<file path="src/rtl/spi_define.sv">
// rtl/spi_define.sv - Frame-width encodings, FSM state type and helpers shared by the SPI cores.
package spi_define;

  localparam logic [1:0] DTB_8  = 2'b00;
  localparam logic [1:0] DTB_16 = 2'b01;
  localparam logic [1:0] DTB_24 = 2'b10;
  localparam logic [1:0] DTB_32 = 2'b11;

  typedef logic [1:0] spi_state_t;
  localparam spi_state_t ST_IDLE  = 2'd0;
  localparam spi_state_t ST_LOAD  = 2'd1;
  localparam spi_state_t ST_SHIFT = 2'd2;

  function automatic logic [5:0] dtb_bits(input logic [1:0] dtb);
    case (dtb)
      DTB_8:   return 6'd8;
      DTB_16:  return 6'd16;
      DTB_24:  return 6'd24;
      DTB_32:  return 6'd32;
      default: return 6'd8;
    endcase
  endfunction

  function automatic logic maj3(input logic a, input logic b, input logic c);
    return (a & b) | (a & c) | (b & c);
  endfunction

endpackage

</file>
<file path="src/rtl/spi_slave_sync.sv">
// rtl/spi_slave_sync.sv - SPI input synchronizers, optional majority filter (SPI_SLAVE_FILTER_EN), sck edge detect.
module spi_slave_sync
  import spi_define::*;
#(
  parameter int SYNC_STAGES = 2
) (
  input  logic i_clk,
  input  logic i_rst_n,
  input  logic i_sck,
  input  logic i_nss,
  input  logic i_mosi,
  output logic o_nss,
  output logic o_mosi,
  output logic o_sck_rise,
  output logic o_sck_fall
);

  logic [SYNC_STAGES-1:0] r_sck_sync;
  logic [SYNC_STAGES-1:0] r_nss_sync;
  logic [SYNC_STAGES-1:0] r_mosi_sync;
  logic                   r_sck_prev;
  logic                   w_sck;
  logic                   w_nss;
  logic                   w_mosi;
  logic                   w_sck_f;
  logic                   w_nss_f;
  logic                   w_mosi_f;

  always_ff @(posedge i_clk) begin
    if (!i_rst_n) begin
      r_sck_sync  <= '0;
      r_nss_sync  <= '1;
      r_mosi_sync <= '0;
    end else begin
      r_sck_sync  <= {r_sck_sync[SYNC_STAGES-2:0], i_sck};
      r_nss_sync  <= {r_nss_sync[SYNC_STAGES-2:0], i_nss};
      r_mosi_sync <= {r_mosi_sync[SYNC_STAGES-2:0], i_mosi};
    end
  end

  assign w_sck  = r_sck_sync[SYNC_STAGES-1];
  assign w_nss  = r_nss_sync[SYNC_STAGES-1];
  assign w_mosi = r_mosi_sync[SYNC_STAGES-1];

`ifdef SPI_SLAVE_FILTER_EN
  logic [1:0] r_sck_hist;
  logic [1:0] r_nss_hist;
  logic       r_mosi_dly;

  always_ff @(posedge i_clk) begin
    if (!i_rst_n) begin
      r_sck_hist <= 2'b00;
      r_nss_hist <= 2'b11;
      r_mosi_dly <= 1'b0;
    end else begin
      r_sck_hist <= {r_sck_hist[0], w_sck};
      r_nss_hist <= {r_nss_hist[0], w_nss};
      r_mosi_dly <= w_mosi;
    end
  end

  // mosi is delayed by one cycle so it stays aligned with the filtered sck edge
  assign w_sck_f  = maj3(w_sck, r_sck_hist[0], r_sck_hist[1]);
  assign w_nss_f  = maj3(w_nss, r_nss_hist[0], r_nss_hist[1]);
  assign w_mosi_f = r_mosi_dly;
`else
  assign w_sck_f  = w_sck;
  assign w_nss_f  = w_nss;
  assign w_mosi_f = w_mosi;
`endif

  always_ff @(posedge i_clk) begin
    if (!i_rst_n) begin
      r_sck_prev <= 1'b0;
    end else begin
      r_sck_prev <= w_sck_f;
    end
  end

  assign o_nss      = w_nss_f;
  assign o_mosi     = w_mosi_f;
  assign o_sck_rise = w_sck_f & ~r_sck_prev;
  assign o_sck_fall = ~w_sck_f & r_sck_prev;

endmodule

</file>
<file path="src/rtl/spi_slave_core.sv">
// rtl/spi_slave_core.sv - SPI slave: tx holding register, IDLE/LOAD/SHIFT framing, rx handshake.
module spi_slave_core
  import spi_define::*;
#(
  parameter int DATA_WIDTH  = 32,
  parameter int SYNC_STAGES = 2
) (
  input  logic                  clk_i,
  input  logic                  rst_n_i,
  input  logic                  en_i,
  input  logic                  cpol_i,
  input  logic                  cpha_i,
  input  logic                  lsb_i,
  input  logic [1:0]            dtb_i,
  input  logic                  tx_valid_i,
  output logic                  tx_ready_o,
  input  logic [DATA_WIDTH-1:0] tx_data_i,
  output logic                  rx_valid_o,
  input  logic                  rx_ready_i,
  output logic [DATA_WIDTH-1:0] rx_data_o,
  output logic                  busy_o,
  output logic                  ovr_o,
  output logic                  udr_o,
  input  logic                  spi_sck_i,
  input  logic                  spi_nss_i,
  input  logic                  spi_mosi_i,
  output logic                  spi_miso_o,
  output logic                  spi_miso_en_o
);

  localparam int IW = $clog2(DATA_WIDTH);

  logic                  w_nss, w_mosi, w_sck_rise, w_sck_fall;
  logic                  w_lead, w_trail, w_abort, w_nss_fall;
  logic                  w_sample, w_shift, w_last;
  logic [5:0]            w_ld_bits, w_rx_idx6;
  logic [DATA_WIDTH-1:0] w_ld_data, w_rx_next;

  spi_state_t            r_state;
  logic                  r_nss_prev;
  logic [DATA_WIDTH-1:0] r_hold, r_tx_sr, r_rx_sr, r_rx_data;
  logic                  r_hold_full, r_rx_valid, r_ovr, r_udr, r_udr_pend, r_miso;
  logic [5:0]            r_cnt, r_nbits;
  logic                  r_cpol, r_cpha, r_lsb;

  function automatic logic f_head(input logic [DATA_WIDTH-1:0] d, input logic lsb, input logic [5:0] n);
    logic [5:0] idx;
    idx = n - 6'd1;
    return lsb ? d[0] : d[idx[IW-1:0]];
  endfunction

  function automatic logic [DATA_WIDTH-1:0] f_adv(input logic [DATA_WIDTH-1:0] d, input logic lsb);
    return lsb ? (d >> 1) : (d << 1);
  endfunction

  spi_slave_sync #(.SYNC_STAGES(SYNC_STAGES)) u_sync (
    .i_clk      (clk_i),
    .i_rst_n    (rst_n_i),
    .i_sck      (spi_sck_i),
    .i_nss      (spi_nss_i),
    .i_mosi     (spi_mosi_i),
    .o_nss      (w_nss),
    .o_mosi     (w_mosi),
    .o_sck_rise (w_sck_rise),
    .o_sck_fall (w_sck_fall)
  );

  assign w_lead     = r_cpol ? w_sck_fall : w_sck_rise;
  assign w_trail    = r_cpol ? w_sck_rise : w_sck_fall;
  assign w_abort    = w_nss | ~en_i;
  assign w_nss_fall = r_nss_prev & ~w_nss;
  assign w_sample   = (r_state == ST_SHIFT) & (r_cpha ? w_trail : w_lead);
  // in mode cpha=0 the trailing edge left over from the previous frame must not shift
  assign w_shift    = (r_state == ST_SHIFT) & (r_cpha ? w_lead : w_trail) & (r_cpha | (r_cnt != 6'd0));
  assign w_last     = w_sample & ((r_cnt + 6'd1) == r_nbits);
  assign w_ld_bits  = dtb_bits(dtb_i);
  assign w_ld_data  = r_hold_full ? r_hold : '0;
  assign w_rx_idx6  = r_lsb ? r_cnt : (r_nbits - 6'd1 - r_cnt);

  always_comb begin
    w_rx_next = r_rx_sr;
    w_rx_next[w_rx_idx6[IW-1:0]] = w_mosi;
  end

  always_ff @(posedge clk_i) begin
    if (!rst_n_i) begin
      r_state     <= ST_IDLE;
      r_nss_prev  <= 1'b1;
      r_hold      <= '0;
      r_hold_full <= 1'b0;
      r_tx_sr     <= '0;
      r_rx_sr     <= '0;
      r_rx_data   <= '0;
      r_rx_valid  <= 1'b0;
      r_ovr       <= 1'b0;
      r_udr       <= 1'b0;
      r_udr_pend  <= 1'b0;
      r_miso      <= 1'b0;
      r_cnt       <= '0;
      r_nbits     <= 6'd8;
      r_cpol      <= 1'b0;
      r_cpha      <= 1'b0;
      r_lsb       <= 1'b0;
    end else begin
      r_nss_prev <= w_nss;
      r_ovr      <= 1'b0;
      r_udr      <= 1'b0;
      if (tx_valid_i && !r_hold_full) begin
        r_hold      <= tx_data_i;
        r_hold_full <= 1'b1;
      end
      if (r_rx_valid && rx_ready_i) r_rx_valid <= 1'b0;
      if (w_abort) begin
        r_state    <= ST_IDLE;
        r_tx_sr    <= '0;
        r_rx_sr    <= '0;
        r_cnt      <= '0;
        r_miso     <= 1'b0;
        r_udr_pend <= 1'b0;
      end else begin
        case (r_state)
          ST_IDLE: if (w_nss_fall) r_state <= ST_LOAD;
          ST_LOAD: begin
            r_state <= ST_SHIFT;
            r_cpol  <= cpol_i;
            r_cpha  <= cpha_i;
            r_lsb   <= lsb_i;
            r_nbits <= w_ld_bits;
            r_cnt   <= '0;
            r_rx_sr <= '0;
            if (r_hold_full) r_hold_full <= 1'b0;
            // underrun is reported only once the zero word actually starts shifting
            r_udr_pend <= ~r_hold_full;
            if (cpha_i) begin
              r_miso  <= 1'b0;
              r_tx_sr <= w_ld_data;
            end else begin
              r_miso  <= f_head(w_ld_data, lsb_i, w_ld_bits);
              r_tx_sr <= f_adv(w_ld_data, lsb_i);
            end
          end
          ST_SHIFT: begin
            if (w_shift) begin
              r_miso  <= f_head(r_tx_sr, r_lsb, r_nbits);
              r_tx_sr <= f_adv(r_tx_sr, r_lsb);
            end
            if (w_sample) begin
              r_cnt   <= r_cnt + 6'd1;
              r_rx_sr <= w_rx_next;
              if (r_udr_pend) begin
                r_udr      <= 1'b1;
                r_udr_pend <= 1'b0;
              end
              if (w_last) begin
                r_state <= ST_LOAD;
                if (r_rx_valid && !rx_ready_i) begin
                  r_ovr <= 1'b1;
                end else begin
                  r_rx_data  <= w_rx_next;
                  r_rx_valid <= 1'b1;
                end
              end
            end
          end
          default: r_state <= ST_IDLE;
        endcase
      end
    end
  end

  assign tx_ready_o    = ~r_hold_full;
  assign rx_valid_o    = r_rx_valid;
  assign rx_data_o     = r_rx_data;
  assign busy_o        = (r_state != ST_IDLE);
  assign ovr_o         = r_ovr;
  assign udr_o         = r_udr;
  assign spi_miso_en_o = ~w_nss & en_i;
  assign spi_miso_o    = spi_miso_en_o & r_miso;

endmodule
</file>
<file path="config.mk">
export PLATFORM = sky130hd
export DESIGN_NAME = spi_slave_core
export DESIGN_NICKNAME = d
export VERILOG_FILES = /design/src/rtl/spi_define.sv /design/src/rtl/spi_slave_sync.sv /design/src/rtl/spi_slave_core.sv
export SDC_FILE = /design/constraint.sdc
export NUM_CORES = 1
export LEC_CHECK = 0
export ABC_AREA = 1
export ABC_CLOCK_PERIOD_IN_PS = 2260
export CAP_MARGIN = 20
export CORE_ASPECT_RATIO = 0.8
export CORE_MARGIN = 3
export CORE_UTILIZATION = 52
export DETAILED_ROUTE_END_ITERATION = 10
export MAX_ROUTING_LAYER = met4
export PLACE_DENSITY_LB_ADDON = 0.2
export SYNTH_ARGS = -nofsm -noshare
export SYNTH_HDL_FRONTEND = slang
export SYNTH_SLANG_ARGS = --single-unit
</file>
<file path="constraint.sdc">
create_clock -name clk_i -period 2.26 [get_ports clk_i]
set_clock_uncertainty 0.2 [all_clocks]
set_input_delay 0.339 -clock clk_i [delete_from_list [all_inputs] [get_ports clk_i]]
set_output_delay 0.339 -clock clk_i [all_outputs]
set_load 0.02 [all_outputs]
</file>
### Word level (Yosys, flattened, before mapping)

Index checks and enable logic that the tools add are counted.

| storage, ports and cells | value |
|---|---|
| register bits after elaboration | 159 |
| input bits | 45 |
| output and inout port bits | 39 |
| logic and storage cells | 126 |

| cells by class | value |
|---|---|
| add/subtract/negate cells | 4 |
| $lt $le $gt $ge | 4 |
| equal/unequal tests | 10 |
| multiplexer cells | 46 |
| bitwise gates (word level) | 22 |
| reductions and logical operators | 19 |

Operators with widths:

| operator | count |
|---|---|
| $mux 32 | 6 |
| $pmux 32 s2 | 2 |
| $bwmux 32 | 1 |
| $mux 1 | 24 |
| $pmux 6 s4 | 1 |
| $lt 5x6->1 const B | 3 |
| $pmux 6 s2 | 1 |
| $not 1->1 | 11 |
| $bmux 1 s5 | 2 |
| $sub 5x1->5 const B | 2 |
| $and 1x1->1 | 9 |
| $ne 2x2->1 const B | 4 |
| $add 6x1->6 const B | 1 |
| $eq 2x2->1 const B | 3 |
| $eq 6x6->1 | 1 |
| $mux 2 | 3 |
| $mux 6 | 1 |
| $pmux 2 s3 | 1 |
| $reduce_and 2->1 | 3 |
| $reduce_bool 6->1 | 1 |
| $demux 1 s5 | 1 |
| $ge 5x1->1 const B | 1 |
| $mux 5 | 1 |
| $reduce_and 5->1 | 1 |
| 12 further kinds | 21 |

### Depth between registers and ports, before layout

Gate-level depths: netlist of the first run.

| logic depth | value |
|---|---|
| word-level depth | 10 |
| mapped depth | 15 |

### By module

Synthesis of the first run repeated with hierarchy kept, for this count alone.

| unflattened totals | value |
|---|---|
| cells, all modules | 1209 |
| area total of the unflattened synthesis | 7923.8 um2 |

Modules (own cells, without submodules):

| module | times used | cells an instance | area an instance (um2) | seq. area each (um2) |
|---|---|---|---|---|
| spi_slave_core | 1 | 1184 | 7716.2 | 2982.9 |
| spi_slave_sync | 1 | 25 | 207.7 | 140.1 |

### Worst setup path after synthesis of the first run

No wires, ideal clock.

| timing | value |
|---|---|
| kind | flip-flop to flip-flop |
| from | register r_cnt[3] |
| to | register r_rx_data[22], in the netlist rx_data_o[22] |
| library setup time | 0.109 ns |
| arrival | 1.882 ns |
| path slack | 0.070 ns |
| cell stages (with the launch flop) | 16 |
| path buffers | 1 |
| period minus slack after synthesis | 2.190 ns |
| path through | dfxtp_1 inv_2 ha_1 nor2_1 inv_1 nand2_1 nand3_1 nand2_1 nand2_2 nor2_4 buf_2 nand3_1 nand2_1 nand3_1 nand2_1 inv_1 |

| between the ends | value |
|---|---|
| longest elaborated chain between the ends | 7 |

Ends and longest elaborated chain:

| item | RTL line | source |
|---|---|---|
| start, declared | spi_slave_core.sv:43 | `logic [5:0] r_cnt, r_nbits;` |
| start signal, assigned | spi_slave_core.sv:148 | `r_cnt <= r_cnt + 6'd1;` |
| $sub 5x5->5 | spi_slave_core.sv:78 | `assign w_rx_idx6 = r_lsb ? r_cnt : (r_nbits - 6'd1 - r_cnt);` |
| $mux 5 | spi_slave_core.sv:78 |  |
| $lt 5x6->1 (implied by the code) / $ge 5x1->1 (equally long branches) | spi_slave_core.sv:82 | `w_rx_next[w_rx_idx6[IW-1:0]] = w_mosi;` |
| $logic_and 1x1->1 (implied by the code) | spi_slave_core.sv:82 |  |
| $mux 1 (implied by the code) | spi_slave_core.sv:82 |  |
| $demux 1 s5 | spi_slave_core.sv:82 |  |
| $bwmux 32 | spi_slave_core.sv:82 |  |
| end signal, assigned | spi_slave_core.sv:159 | `r_rx_data <= w_rx_next;` |
| end, declared | spi_slave_core.sv:41 | `logic [DATA_WIDTH-1:0] r_hold, r_tx_sr, r_rx_sr, r_rx_data;` |

Parallel ways exist; a longest one is shown, timed or not.
A chain may end at the register's enable or synchronous reset.

### Final worst setup path of the first run

| timing | value |
|---|---|
| from | register r_cnt[0] |
| to | register r_rx_data[17], in the netlist rx_data_o[17] |

Same word-level chain as after synthesis.

==> results of run 1 <==
[state kept, by name, summed over array words and instances, names as in the netlist, 2 cells and up]
register,flops
r_rx_sr,32
u_sync.r_mosi_sync,2
r_cnt,6
r_hold,32
r_tx_sr,32
u_sync.r_nss_sync,2
u_sync.r_sck_sync,2
r_nbits,3
r_state,2
rx_data_o,32
[routing by layer]
metal,vias to the layer above,GRT usage,wire length [microns]
met5,-,-,0
met4,0,0.0677,201
met3,21,0.0594,1860
met2,357,0.344,8900
met1,3722,0.410,11300
li1,4136,-,-
[area by class of cell]
type	count	area [sq um]	area share
clock buffers	21	450	0.0449
clock inverters	11	119	0.0119
inverters	114	432	0.0431
multi-input cells	853	4100	0.409
flip-flops and latches	156	3130	0.312
well taps	184	230	0.0230
repair buffers	145	1560	0.156
[final timing paths]
| path | from | to | slack (ns) |
|---|---|---|---|
| worst max-delay path | r_cnt[0]$_SDFFE_PP0P_ | rx_data_o[17]$_SDFFE_PN0P_ | 0.08 |
| worst min-delay path | u_sync.r_mosi_sync[0]$_SDFF_PN0_ | u_sync.r_mosi_sync[1]$_SDFF_PN0_ | 0.21 |
| worst max register to register | r_cnt[0]$_SDFFE_PP0P_ | rx_data_o[17]$_SDFFE_PN0P_ | 0.08 |
| worst min register to register | u_sync.r_mosi_sync[0]$_SDFF_PN0_ | u_sync.r_mosi_sync[1]$_SDFF_PN0_ | 0.21 |
[cells in the mapped netlist (all sizes together)]
cell	n	share of area
clkbuf	49	0.023
nor2	122	0.066
nand2	317	0.15
nand4	38	0.031
o22ai	42	0.033
a21oi	88	0.055
o211ai	1	0.00094
ha	7	0.011
o21ai	128	0.081
xor2	3	0.0042
nand3b	1	0.00094
nor3b	1	0.00094
o32ai	3	0.0033
a31oi	10	0.0078
nor3	2	0.0013
buf	33	0.024
dfxtp	156	0.39
inv	110	0.052
a22oi	1	0.00094
clkinv	4	0.0019
or2	2	0.0016
nand3	84	0.055
a211oi	1	0.00094
xnor2	2	0.0041
[cell families after synthesis]
| family | count (synthesis) | share of synthesized area |
|---|---|---|
| AND/OR/NAND/NOR | 567 | 0.306 |
| flip-flops | 156 | 0.392 |
| XOR/XNOR | 5 | 0.00832 |
| AO/OA/AOI/OAI | 274 | 0.183 |
| buffers and inverters | 196 | 0.100 |
| adder cells (fa/ha/maj) | 7 | 0.0110 |
[where the power goes]
group,internal [uW],switching (uW)
registers,2810,37.4
clock network,1650,1150
logic,174,228
[timing repair]
item                                   4_1_cts  5_1_grt
setup endpoints to repair                    0       75
buffers inserted                             0        3
endpoints found under the hold margin        0        0
gates resized for setup                      0       16
hold buffers                                 0        0
[critical path: cells and delay by family (launching register included)]
family                   cells  cell delay [ns]
adder cells (fa/ha/maj)      1             0.14
buffers and inverters        4             0.43
AND/OR/NAND/NOR              7             0.93
flip-flops                   1             0.38
[metrics by stage]
step / instances / hold slack [ns] / total power, uW / setup WS (ns) / utilization
2_1_floorplan: 1205 / 0.190 / 3110 / 0.0697 / -
3_3_place_gp: 1444 / 0.194 / 3290 / 0.0838 / 0.632
3_5_place_dp: 1444 / 0.198 / 3300 / 0.0409 / 0.632
4_1_cts: 1476 / 0.212 / 6070 / 0.0164 / 0.670
5_1_grt: 1484 / 0.223 / 6230 / -0.0399 / 0.685
6_report: 1484 / 0.214 / 6040 / 0.0783 / 0.685
==> out/results.md, run 1 <==
| Item | Value |
| --- | --- |
| Status | complete, no violations |
| Final layout net count | 1339 |
| Startpoint kind of the worst setup timing path | flip-flop |
| Pin count of the biggest net entering global routing | 56 |
| # clock sinks | 156 |
| Critical path type | reg2reg |
| Number of optimization iterations in the first detailed-route pass | 6 |
| Number of antenna violations at the first check in global routing | 0 |
| Required time reported for the critical path endpoint | 2.39 ns |
| Maximum level of the CTS H-tree | 4 |
| Cell area after technology mapping | 7970 sq um |
| Synthesized instance count | 1205 |
| Vias in the first global route | 7029 |
| Clock latency on the worst-skew pair | 0.43 ns |
| Average instance area after synthesis | 6.62 sq um |
| Max-capacitance violation count | 0 |
| PD cells | 603 nW/um^2 |
| Die area | 16900 sq um |
| Die boundary width | 144 microns |
| Die height | 117 microns |
| Setup TNS Final | 0 ns |
| Synthesis warning total | 0 |
| Final Hold Violating Endpoints | 0 |
| Routed len/inst | 15.0 microns |
| Vias | 8236 |
| First-iteration detailed-routing DRC count | 1015 |
| Library cell used as clock root buffer | clkbuf_16 |
| CP max stage delay | 0.38 ns |
| Fillers | 1239 |
| Critical-path cell list | buf_4, ha_1, inv_1, nor2_1, nand3_1, nor2_4, nand3_4, nor2_4, clkbuf_16, nand3_1, nand2_1, inv_1 |
| Relative max-transition margin | 0.720 |
| TritonCTS clock tree | done |
| Measured slew at the worst slew-check pin | 0.416 ns |
| Worst endpoint data arrival time | 2.31 ns |
| Max frequency | 0.458 GHz |
| Total non-filler cell area in the finished layout | 10000 sq um |
| Commonest non-fill, non-tap cell in the layout | nand2_1 |
| Post-Route WL | 22200 microns |
| Floorplan core area | 14600 sq um |
| Worst Hold Path Cells | 2 |
| Routability congestion estimate from global placement | 0.940 |
| Final ANT Viol Nets | 0 |
| Synth unique cells | 36 |
| Minimum clock period after layout | 2.18 ns |
| Final setup violation count | 0 |
| Worst R2R Path Depth | 12 |
| Total congestion overflow | 0 |
| Area grow syn2layout | 25.7% |
| Commonest cells after routing, fill and taps aside | nand2_1 (312), dfxtp_1 (151), o21ai_0 (126) |
| Tot GR Track Use | 0.266 |
| Count of state elements after synthesis | 156 |
| Part of the cycle the worst path needs | 0.965 |
| Area after DPL | 9250 sq um |
| Crit path max fanout | 8 |
| Post-route DRC | 0 |
| Number of buffers on the longest clock path | 2 |
| Slowest CP cell | dfxtp_2 |
| Net count after synthesis | 1257 |
| Average vias per placed instance | 5.55 |
| Peak VDD IR | 561 uV |
| Global-route wire length before repair | 34900 microns |
| Class of the most critical hold timing path | reg2reg |
| Effective utilization at floorplan | 0.545 |
| Clock transition at path regs | 0.06 ns |
| Sum of net half-perimeters after detailed placement | 14500 microns |
| Fraction of the yosys area taken by sequential cells | 0.392 |
| Number of placed I/O pins | 84 |
| Setup crit end kind | flip-flop |
| Layout cells sized above 1 | 0.105 |
| Cell row count | 39 |
| Number of port buffers | 83 |
| Total clock buffers created by CTS | 17 |
| Final Max Tran Viols | 0 |
| Total inserted antenna cells | 0 |
| Setup repair after global routing missed its margin | yes |
| Leakage dissipation | 0.00421 uW |
Power figures use the tool's default switching activity.
==> run 2: changes to the inputs <==
--- a/config.mk
+++ b/config.mk
@@ -9,7 +9,7 @@
 export ABC_CLOCK_PERIOD_IN_PS = 2260
 export CAP_MARGIN = 20
 export CORE_ASPECT_RATIO = 0.8
-export CORE_MARGIN = 3
+export CORE_MARGIN = 1
 export CORE_UTILIZATION = 52
 export DETAILED_ROUTE_END_ITERATION = 10
 export MAX_ROUTING_LAYER = met4
==> run 2 against run 1 <==
Hold slack improved by 0.0042 ns. Via count about the same. Count of clock-buffer cells in the layout decreased by 1. Combinational power decreased by 3%. Non-clock buffer count decreased by 2. First-iteration DRC count decreased by 12%. Clock power increased by 3%. Power increased by 1.2%. Fmax increased by 0.79%. Global-route usage increased by 1.8 points. Utilization decreased by 1.6 points.
==> out/results.md, run 2 (synthesized netlist as in run 1, its figures left out) <==
| Item | Value | Change |
| --- | --- | --- |
| Number of buffers on the longest clock path | 2 | unchanged |
| RR Startpoint | r_cnt[1]$_SDFFE_PP0P_ |  |
| Commonest cells after routing, fill and taps aside | nand2_1 (311), dfxtp_1 (149), o21ai_0 (126) |  |
| Relative max-transition margin | 0.377 | -0.342 |
| Part of the cycle the worst path needs | 0.958 | -0.00756 |
| Minimum clock period after layout | 2.16 ns | -0.0171 ns |
| Number of antenna violations at the first check in global routing | 0 | unchanged |
| Worst endpoint data arrival time | 1.63 ns | -0.68 ns |
| Worst setup path endpoint | spi_miso_en_o |  |
| Commonest non-fill, non-tap cell in the layout | nand2_1 |  |
| Final layout net count | 1338 | -0.075% |
| Max-capacitance violation count | 0 | unchanged |
| GR Util met1 | 0.428 | +0.0182 |
| Met2 Usage GRT | 0.381 | +0.0370 |
| Die area | 15800 sq um | -6.1% |
| Effective utilization at floorplan | 0.531 | -0.0136 |
| Average vias per placed instance | 5.53 | -0.31% |
| Setup crit end kind | primary output |  |
| Final cell utilization of the core | 0.669 | -0.0157 |
| Leakage dissipation | 0.00419 uW | -0.29% |
| Cell row count | 40 | +2.6% |
| Start point of the critical path | u_sync.r_nss_sync[1]$_SDFF_PN1_ |  |
| Vias | 8233 | -0.036% |
| Global-route met3 utilization | 0.0559 | -0.00349 |
| Measured slew at the worst slew-check pin | 0.933 ns | +0.517 ns |
| Vias in the first global route | 7030 | +0.014% |
| Total congestion overflow | 0 | unchanged |
| Maximum level of the CTS H-tree | 4 | unchanged |
| Clock transition at path regs | 0.06 ns | about the same |
| First-iteration detailed-routing DRC count | 894 | -12% |
| Final Hold Violating Endpoints | 0 | unchanged |
| Final ANT Viol Nets | 0 | unchanged |
| Pin count of the biggest net entering global routing | 47 | -16% |
| Die boundary width | 140 microns | -2.8% |
| TritonCTS clock tree | done |  |
| # clock sinks | 156 | unchanged |
| Fillers | 1312 | +5.9% |
| Die height | 113 microns | -3.4% |
| Clock latency on the worst-skew pair | 0.43 ns | about the same |
| Critical path type | reg2out |  |
| Routed len/inst | 14.6 microns | -2.8% |
| Layout cells sized above 1 | 0.109 | +0.00393 |
| Max frequency | 0.462 GHz | +0.79% |
| PD cells | 609 nW/um^2 | +0.96% |
| Peak VDD IR | 513 uV | -8.6% |
| Required time reported for the critical path endpoint | 1.72 ns | -0.67 ns |
| Number of port buffers | 83 | unchanged |
| R2r setup slk | 0.11 ns | +0.03 ns |
| Number of optimization iterations in the first detailed-route pass | 6 | unchanged |
| Total clock buffers created by CTS | 17 | unchanged |
| Filler-free cell count of the finished design | 1488 | +0.27% |
| Floorplan core area | 15000 sq um | +2.6% |
| Area grow syn2layout | 25.9% |  |
| Final setup violation count | 0 | unchanged |
| Startpoint kind of the worst setup timing path | flip-flop |  |
| Post-Route WL | 21700 microns | -2.5% |
| Total inserted antenna cells | 0 | unchanged |
| Crit path max fanout | 4 | -4 |
| Post-route DRC | 0 | unchanged |
| Status | complete, no violations |  |
| Worst R2R End | rx_data_o[22]$_SDFFE_PN0P_ |  |
| Worst R2R Path Depth | 14 | +2 |
| Global-route wire length before repair | 34800 microns | about the same |
| Layer with the highest usage after global routing | met1 |  |
| Final Max Tran Viols | 0 | unchanged |
| Tot GR Track Use | 0.284 | +0.0181 |
| Routability congestion estimate from global placement | 0.909 | -3.3% |
| Class of the most critical hold timing path | reg2reg |  |
| Library cell used as clock root buffer | clkbuf_16 |  |
| Sum of net half-perimeters after detailed placement | 14200 microns | -2.1% |
| Placed insts | 1448 | +0.28% |
| Number of placed I/O pins | 84 | unchanged |
-- run 2: cell count changes in the layout (fill, tap and decap cells not counted), moves of 2 or more --
cell,previous run,this run
buf_4,42,38
buf_6,1,5
clkinv_2,5,2
clkbuf_1,3,1
clkbuf_16,21,19
clkinv_4,2,4
clkinvlp_4,2,4
dfxtp_1,151,149
dfxtp_2,5,7
-- run 2: worst min-delay path by stage --
| stage | depth (start not counted) | startpoint | end | slack, ns |
|---|---|---|---|---|
| 3_3_place_gp | 1 | u_sync.r_nss_sync[0]$_SDFF_PN1_ | u_sync.r_nss_sync[1]$_SDFF_PN1_ | 0.20 |
| 6_report | 2 | u_sync.r_sck_sync[0]$_SDFF_PN0_ | u_sync.r_sck_sync[1]$_SDFF_PN0_ | 0.22 |
| 4_1_cts | 2 | u_sync.r_sck_sync[0]$_SDFF_PN0_ | u_sync.r_sck_sync[1]$_SDFF_PN0_ | 0.22 |
| 2_1_floorplan | 2 | u_sync.r_mosi_sync[0]$_SDFF_PN0_ | u_sync.r_mosi_sync[1]$_SDFF_PN0_ | 0.19 |
| 5_1_grt | 2 | u_sync.r_sck_sync[0]$_SDFF_PN0_ | u_sync.r_sck_sync[1]$_SDFF_PN0_ | 0.24 |
| 3_5_place_dp | 2 | u_sync.r_sck_sync[0]$_SDFF_PN0_ | u_sync.r_sck_sync[1]$_SDFF_PN0_ | 0.20 |
-- run 2: power breakdown --
group	switching (uW)	total, uW	internal [uW]
Sequential	43.2	2850	2810
Combinational	220	391	171
Clock	1180	2870	1690
-- run 2: timing repair --
item / in CTS / in global routing
endpoints found under the setup margin: 1 / 89
pin swaps: 1 / 10
resized for setup: 0 / 31
hold buffers: 0 / 0
cloned: 0 / 3
buffers inserted: 1 / 4
-- run 2: worst max-delay path, stage by stage, from the launching register on --
cell and delay [ns]:
dfxtp_1 0.30, inv_1 0.09, nand2_1 0.14, inv_1 0.08, clkdlybuf4s50_1 0.59
-- run 2: metal layers --
layer  wire length (microns)  vias to the layer above
met5                       0                        -
met4                     190                        0
met3                    1880                       19
met2                    8830                      339
met1                   10800                     3730
li1                        -                     4145
-- run 2: cell type report --
| class | count | area, sq um | share of cell area |
|---|---|---|---|
| Timing Repair Buffer | 143 | 1520 | 0.151 |
| Clock buffer | 20 | 457 | 0.0455 |
| Clock inverter | 12 | 138 | 0.0137 |
| Tap cell | 189 | 236 | 0.0235 |
| Inverter | 114 | 434 | 0.0432 |
| Sequential cell | 156 | 3130 | 0.312 |
| Multi-Input combinational cell | 853 | 4120 | 0.410 |
| Timing Repair inverter | 1 | 7.51 | 0.000748 |
-- run 2: stage by stage --
| step | setup TNS, ns | hold slack, ns | power (uW) | setup WS (ns) | cell area (sq um) |
|---|---|---|---|---|---|
| 2_1_floorplan | 0 | 0.190 | 3110 | 0.0697 | 7970 |
| 3_3_place_gp | 0 | 0.196 | 3280 | 0.0543 | 9220 |
| 3_5_place_dp | 0 | 0.201 | 3290 | 0.0303 | 9220 |
| 4_1_cts | 0 | 0.216 | 6130 | 0.0306 | 9830 |
| 5_1_grt | -0.0179 | 0.243 | 6320 | -0.00894 | 10000 |
| 6_report | 0 | 0.218 | 6110 | 0.0954 | 10000 |
